`config.mk`:
```
export PLATFORM = sky130hd
export DESIGN_NAME = alarm_time_ctrl
export DESIGN_NICKNAME = d
export VERILOG_FILES = /design/src/rtl/alarm_pkg.sv /design/src/rtl/alarm_tick_gen.sv /design/src/rtl/alarm_time_ctrl.sv
export SDC_FILE = /design/constraint.sdc
export NUM_CORES = 1
export LEC_CHECK = 0
export CAP_MARGIN = 25
export CORE_MARGIN = 5
export CORE_UTILIZATION = 34
export DETAILED_ROUTE_END_ITERATION = 8
export PLACE_DENSITY = 0.62
export SLEW_MARGIN = 15
export SYNTH_ARGS = -nofsm -noshare
export SYNTH_HDL_FRONTEND = slang
export SYNTH_SLANG_ARGS = --single-unit
```
`constraint.sdc`:
```
create_clock -name clk -period 4.5 [get_ports clk]
set_input_delay 0.45 -clock clk [delete_from_list [all_inputs] [get_ports clk]]
set_output_delay 0.45 -clock clk [all_outputs]
set_load 0.005 [all_outputs]
```
`src/rtl/alarm_pkg.sv`:
```
// alarm_pkg: field encodings, widths and wrap helpers shared by the alarm core and VGA renderer.
package alarm_pkg;
  localparam int HOUR_W = 5;
  localparam int MIN_W = 6;
  localparam logic [HOUR_W-1:0] HOUR_MAX = 5'd23;
  localparam logic [MIN_W-1:0] MIN_MAX = 6'd59;
  typedef enum logic [2:0] {RUN = 3'd0, SET_H = 3'd1, SET_M = 3'd2, SET_S = 3'd3, ALM_H = 3'd4, ALM_M = 3'd5} state_t;
  localparam logic [2:0] FIELD_NONE = 3'd0;
  localparam logic [2:0] FIELD_HOUR = 3'd1;
  localparam logic [2:0] FIELD_MIN = 3'd2;
  localparam logic [2:0] FIELD_SEC = 3'd3;
  localparam logic [2:0] FIELD_ALM_HOUR = 3'd4;
  localparam logic [2:0] FIELD_ALM_MIN = 3'd5;
  function automatic state_t next_field(state_t s);
    return s == ALM_M ? RUN : state_t'(s + 3'd1);
  endfunction
  function automatic logic [HOUR_W-1:0] inc_hour(logic [HOUR_W-1:0] h);
    return h == HOUR_MAX ? '0 : h + 5'd1;
  endfunction
  function automatic logic [MIN_W-1:0] inc_min(logic [MIN_W-1:0] m);
    return m == MIN_MAX ? '0 : m + 6'd1;
  endfunction
endpackage

```
`src/rtl/alarm_tick_gen.sv`:
```
// alarm_tick_gen: one-second tick (held while not running) and free-running 2 Hz blink.
module alarm_tick_gen #(
  parameter int CLK_FREQ = 50_000_000
) (
  input  logic clk,
  input  logic rst_n,
  input  logic run,
  output logic sec_tick,
  output logic blink
);
  localparam int PW = $clog2(CLK_FREQ + 1);
  localparam int BDIV = CLK_FREQ / 4;
  localparam int BW = $clog2(BDIV + 1);
  logic [PW-1:0] pre;
  logic [BW-1:0] bcnt;
  logic bwrap;
  assign sec_tick = run && pre == PW'(CLK_FREQ - 1);
  assign bwrap = bcnt == BW'(BDIV - 1);
  always_ff @(posedge clk or negedge rst_n) begin
    if (!rst_n) begin
      pre <= '0;
      bcnt <= '0;
      blink <= 1'b0;
    end else begin
      pre <= (!run || sec_tick) ? '0 : pre + PW'(1);
      bcnt <= bwrap ? '0 : bcnt + BW'(1);
      blink <= blink ^ bwrap;
    end
  end
endmodule

```
`src/rtl/alarm_time_ctrl.sv`:
```
// alarm_time_ctrl: clock/alarm registers, key-driven setting FSM and ring control.
module alarm_time_ctrl
  import alarm_pkg::*;
#(
  parameter int CLK_FREQ = 50_000_000,
  parameter int ALM_H_INIT = 7,
  parameter int ALM_M_INIT = 0,
  parameter int RING_SEC = 30
) (
  input  logic clk,
  input  logic rst_n,
  input  logic key_ctrl_pulse,
  input  logic key_add_pulse,
  output logic [4:0] hour,
  output logic [5:0] min,
  output logic [5:0] sec,
  output logic [4:0] alm_hour,
  output logic [5:0] alm_min,
  output logic [2:0] edit_field,
  output logic blink,
  output logic alarm_on
);
  state_t state, state_nx;
  logic sec_tick, dismiss, add, trigger, alarm_on_nx;
  logic [4:0] hour_nx, alm_hour_nx;
  logic [5:0] min_nx, sec_nx, alm_min_nx, ring_cnt, ring_nx;
  alarm_tick_gen #(.CLK_FREQ(CLK_FREQ)) u_tick (
    .clk(clk),
    .rst_n(rst_n),
    .run(state == RUN),
    .sec_tick(sec_tick),
    .blink(blink)
  );
  assign edit_field = state;
  always_comb begin
    dismiss = alarm_on && (key_ctrl_pulse || key_add_pulse);
    add = key_add_pulse && !key_ctrl_pulse && !alarm_on;
    state_nx = (key_ctrl_pulse && !alarm_on) ? next_field(state) : state;
    sec_nx = sec_tick ? inc_min(sec) : (add && state == SET_S) ? inc_min(sec) : sec;
    min_nx = (sec_tick && sec == MIN_MAX) || (add && state == SET_M) ? inc_min(min) : min;
    hour_nx = (sec_tick && sec == MIN_MAX && min == MIN_MAX) || (add && state == SET_H) ? inc_hour(hour) : hour;
    alm_hour_nx = (add && state == ALM_H) ? inc_hour(alm_hour) : alm_hour;
    alm_min_nx = (add && state == ALM_M) ? inc_min(alm_min) : alm_min;
    // sec_tick only fires in RUN, so edits never reach the compare
    trigger = sec_tick && hour_nx == alm_hour && min_nx == alm_min && sec_nx == '0;
    alarm_on_nx = alarm_on;
    ring_nx = ring_cnt;
    if (dismiss) begin
      alarm_on_nx = 1'b0;
      ring_nx = '0;
    end else if (trigger) begin
      alarm_on_nx = 1'b1;
      ring_nx = 6'(RING_SEC);
    end else if (alarm_on && sec_tick) begin
      alarm_on_nx = ring_cnt != 6'd1;
      ring_nx = ring_cnt - 6'd1;
    end
  end
  always_ff @(posedge clk or negedge rst_n) begin
    if (!rst_n) begin
      state <= RUN;
      hour <= '0;
      min <= '0;
      sec <= '0;
      alm_hour <= 5'(ALM_H_INIT);
      alm_min <= 6'(ALM_M_INIT);
      alarm_on <= 1'b0;
      ring_cnt <= '0;
    end else begin
      state <= state_nx;
      hour <= hour_nx;
      min <= min_nx;
      sec <= sec_nx;
      alm_hour <= alm_hour_nx;
      alm_min <= alm_min_nx;
      alarm_on <= alarm_on_nx;
      ring_cnt <= ring_nx;
    end
  end
endmodule

```
==> impl_metrics.csv <==
group,metric,value,unit
synthesis,syn_area_per_cell,9.46,sq um
synthesis,yosysTopAreaCellShare,42.7,%
cells_and_area,n_antenna_cell,0,
critical_path,crit_path_max_incr_delay,650,ps
drt,drc_errors,0,
floorplanning,coreArea,14500,sq um
synthesis,synth_commonest_cells,"dfrtp_1, nor2_1, nand2_1, nand3_1, xor2_1",
cts,clockRootBuffer,"clkbuf_16",
power_and_ir_drop,leakagePower,0.00231,uW
synthesis,ys_warn_count,0,
synthesis,synth_fp_nets,547,
place,place.gp.congestion,0.860,
synthesis,synth_seq_area_share,44.2,%
synthesis,synth_area_leaders,"dfrtp_1, xor2_1, xnor2_1",
grt,grt_pass1_wl,19200,um
cts,clk_latency,340,ps
place,place_inst,734,
critical_path,worstSetupStartpoint,"sec[0]",
synthesis,syn_inst,533,
synthesis,ys_seq_elements,89,
critical_path,r2r_start,"sec[0]",
synthesis,synth_area,5040,sq um
cells_and_area,drive_gt1_share,7.77,%
grt,grt_overflow,0,
sta,finalCritPeriodShare,71.9,%
cells_and_area,regArea,2230,sq um
cts,cts_buffers,9,
place,dpl.hpwl,8180,um
cells_and_area,area_growth,16.2,%
grt,grt_usage,13.1,%
drt,vias,3969,
cts,clock_sinks,89,
sta,finalCriticalPeriod,3230,ps
cts,cts_tree,"yes",
critical_path,critPathLaunchType,"flop",
sta,clock.fmax,0.309,GHz
power_and_ir_drop,irDropWorstVdd,0.000283,V
cts,cts_buffer_depth,2,
floorplanning,rows,44,
drt,post_drt_wl_per_cell,15.0,um
sta,finalSetupTns,0,ps
cells_and_area,nets,575,
synthesis,synth_edf_count,0,
floorplanning,initial_core_util,34.7,%
outcome,status,"finished clean",
critical_path,crit_fanout,7,
sta,tightest_slew,808,ps
drt,dr.pass1.iters,5,
synthesis,yosys.area.top_type,"dfrtp_1",
critical_path,arrival,3460,ps
grt,grt_pass1_vias,3850,
synthesis,synthFlopType,"dfrtp_1",
sta,setup_viol_count_final,0,
sta,rsz0062_at_grt,"no",
floorplanning,die_width,132,um
cells_and_area,layout.cells.non_filler,750,
floorplanning,die_h,132,um
critical_path,r2r_slack,1270,ps
sta,skew,9.90,ps
grt,grt_start_max_net_pins,62,
critical_path,critPathRequiredTime,4730,ps
critical_path,crit_end,"ring_cnt[0]",
sta,hold_ws,185,ps
critical_path,worstPathCellList,"ha_1 -> nand2b_1 -> or4_1 -> o21ai_0 -> nand2_1 -> a2111oi_4 -> nand4_4 -> and3_1",
place,portBuffers,36,
synthesis,synth_cell_types,66,
sta,worst_slack,1270,ps
drt,finalWirelength,11200,um
cts,cts_resized,0,
cts,post-cts-setup-buffers,0,
critical_path,worst_r2r_path_depth,8,
run,drv_cap,0,
floorplanning,ioPinCount,37,
critical_path,crit_type,"reg -> reg",
cells_and_area,multiInputGateArea,2670,sq um
cts,holdBufCountCts,0,
cts,htree_levels,3,
critical_path,cp_num_cells,8,
worst_hold_path,worstHoldPathType,"in -> async",
synthesis,synth_most_common_cell,"dfrtp_1",
floorplanning,die_area,17400,sq um
sta,relSlewSlack,46.1,%
grt,grt_antenna_before_repair,0,
place,pre_cts_slack,1160,ps
sta,drv_slew,0,
critical_path,crit_family,"simple AND/OR/NAND/NOR gates",
critical_path,crit_buf_inv,0,
power_and_ir_drop,power,2540,uW
critical_path,rr_endpoint,"ring_cnt[0]",
cts,cts.clk_slew.worst_paths,70,ps
drt,via_per_inst,5.29,
power_and_ir_drop,power.density,433,nW/um^2
drt,drtIter0Drc,353,
cells_and_area,fillCellCount,1451,
synthesis,async_flop_share,100,%
critical_path,crit_slowest_cell,"or4_1",
critical_path,critPathCaptureType,"flop",
drt,ant_nets,0,
sta,final_hold_viol_count,0,
[logic make-up (layout without fill, tap and decap cells)]
family / after synthesis / in the layout / share of synthesized area, %
simple gates: 250 / 250 / 26.0
fa+ha+maj: 10 / 10 / 2.48
compound gates: 81 / 81 / 11.3
buf+inv: 32 / 65 / 2.85
xor+xnor: 60 / 60 / 10.6
flops: 89 / 89 / 44.2
mux: 11 / 11 / 2.61
[layout by cell type, fill, tap and decap left out, types with 11 or more instances in the layout]
| cell type | instances |
|---|---|
| dfrtp_1 | 86 |
| nor2_1 | 61 |
| nand2_1 | 52 |
| nand3_1 | 38 |
| clkdlybuf4s50_1 | 35 |
| xor2_1 | 30 |
| xnor2_1 | 29 |
| a21oi_1 | 19 |
| o21ai_0 | 17 |
| nand4_1 | 14 |
| inv_1 | 11 |
| nand2b_1 | 11 |
[through the flow]
step                utilization [%]  instance area (sq um)
floorplan                         -                   5040
detailed placement             38.2                   5550
finish                         40.3                   5860
CTS                            40.3                   5860
global placement               38.2                   5550
global route                   40.3                   5860
[state kept, by name, indices dropped and copies added, names as in the netlist]
signal,cells
u_tick.blink,1
alm_hour,5
ring_cnt,6
sec,6
u_tick.pre,26
alarm_on,1
edit_field,3
alm_min,6
u_tick.bcnt,24
hour,5
min,6
[per-layer routing]
layer	vias to the layer above	wire (um)	track usage, %
met5	-	0	0
met4	0	145	3.31
met3	18	532	3.44
met2	99	5160	20.5
met1	1885	5400	18.1
li1	1967	-	-
[worst min-delay path by stage]
| stage | endpoint |
|---|---|
| floorplan | alarm_on |
| global placement | u_tick.blink |
| detailed placement | u_tick.blink |
| CTS | alm_min[3] |
| global route | alm_min[3] |
| finish | alm_min[2] |
[final cells by class]
class                   instances  area share (%)
multi-input cells             412            45.6
flip-flops and latches         89            38.1
repair buffers                 38            6.36
clock buffers                  10            4.08
well taps                     184            3.93
clock inverters                 6            1.24
inverters                      11           0.705
[power breakdown]
part	switching [uW]	internal [uW]	leakage (uW)
clock	328	452	0.000150
sequential	168	889	0.00117
combinational	351	352	0.000986
total	847	1690	0.00231
No activity file was read; power rests on OpenSTA's default activity.
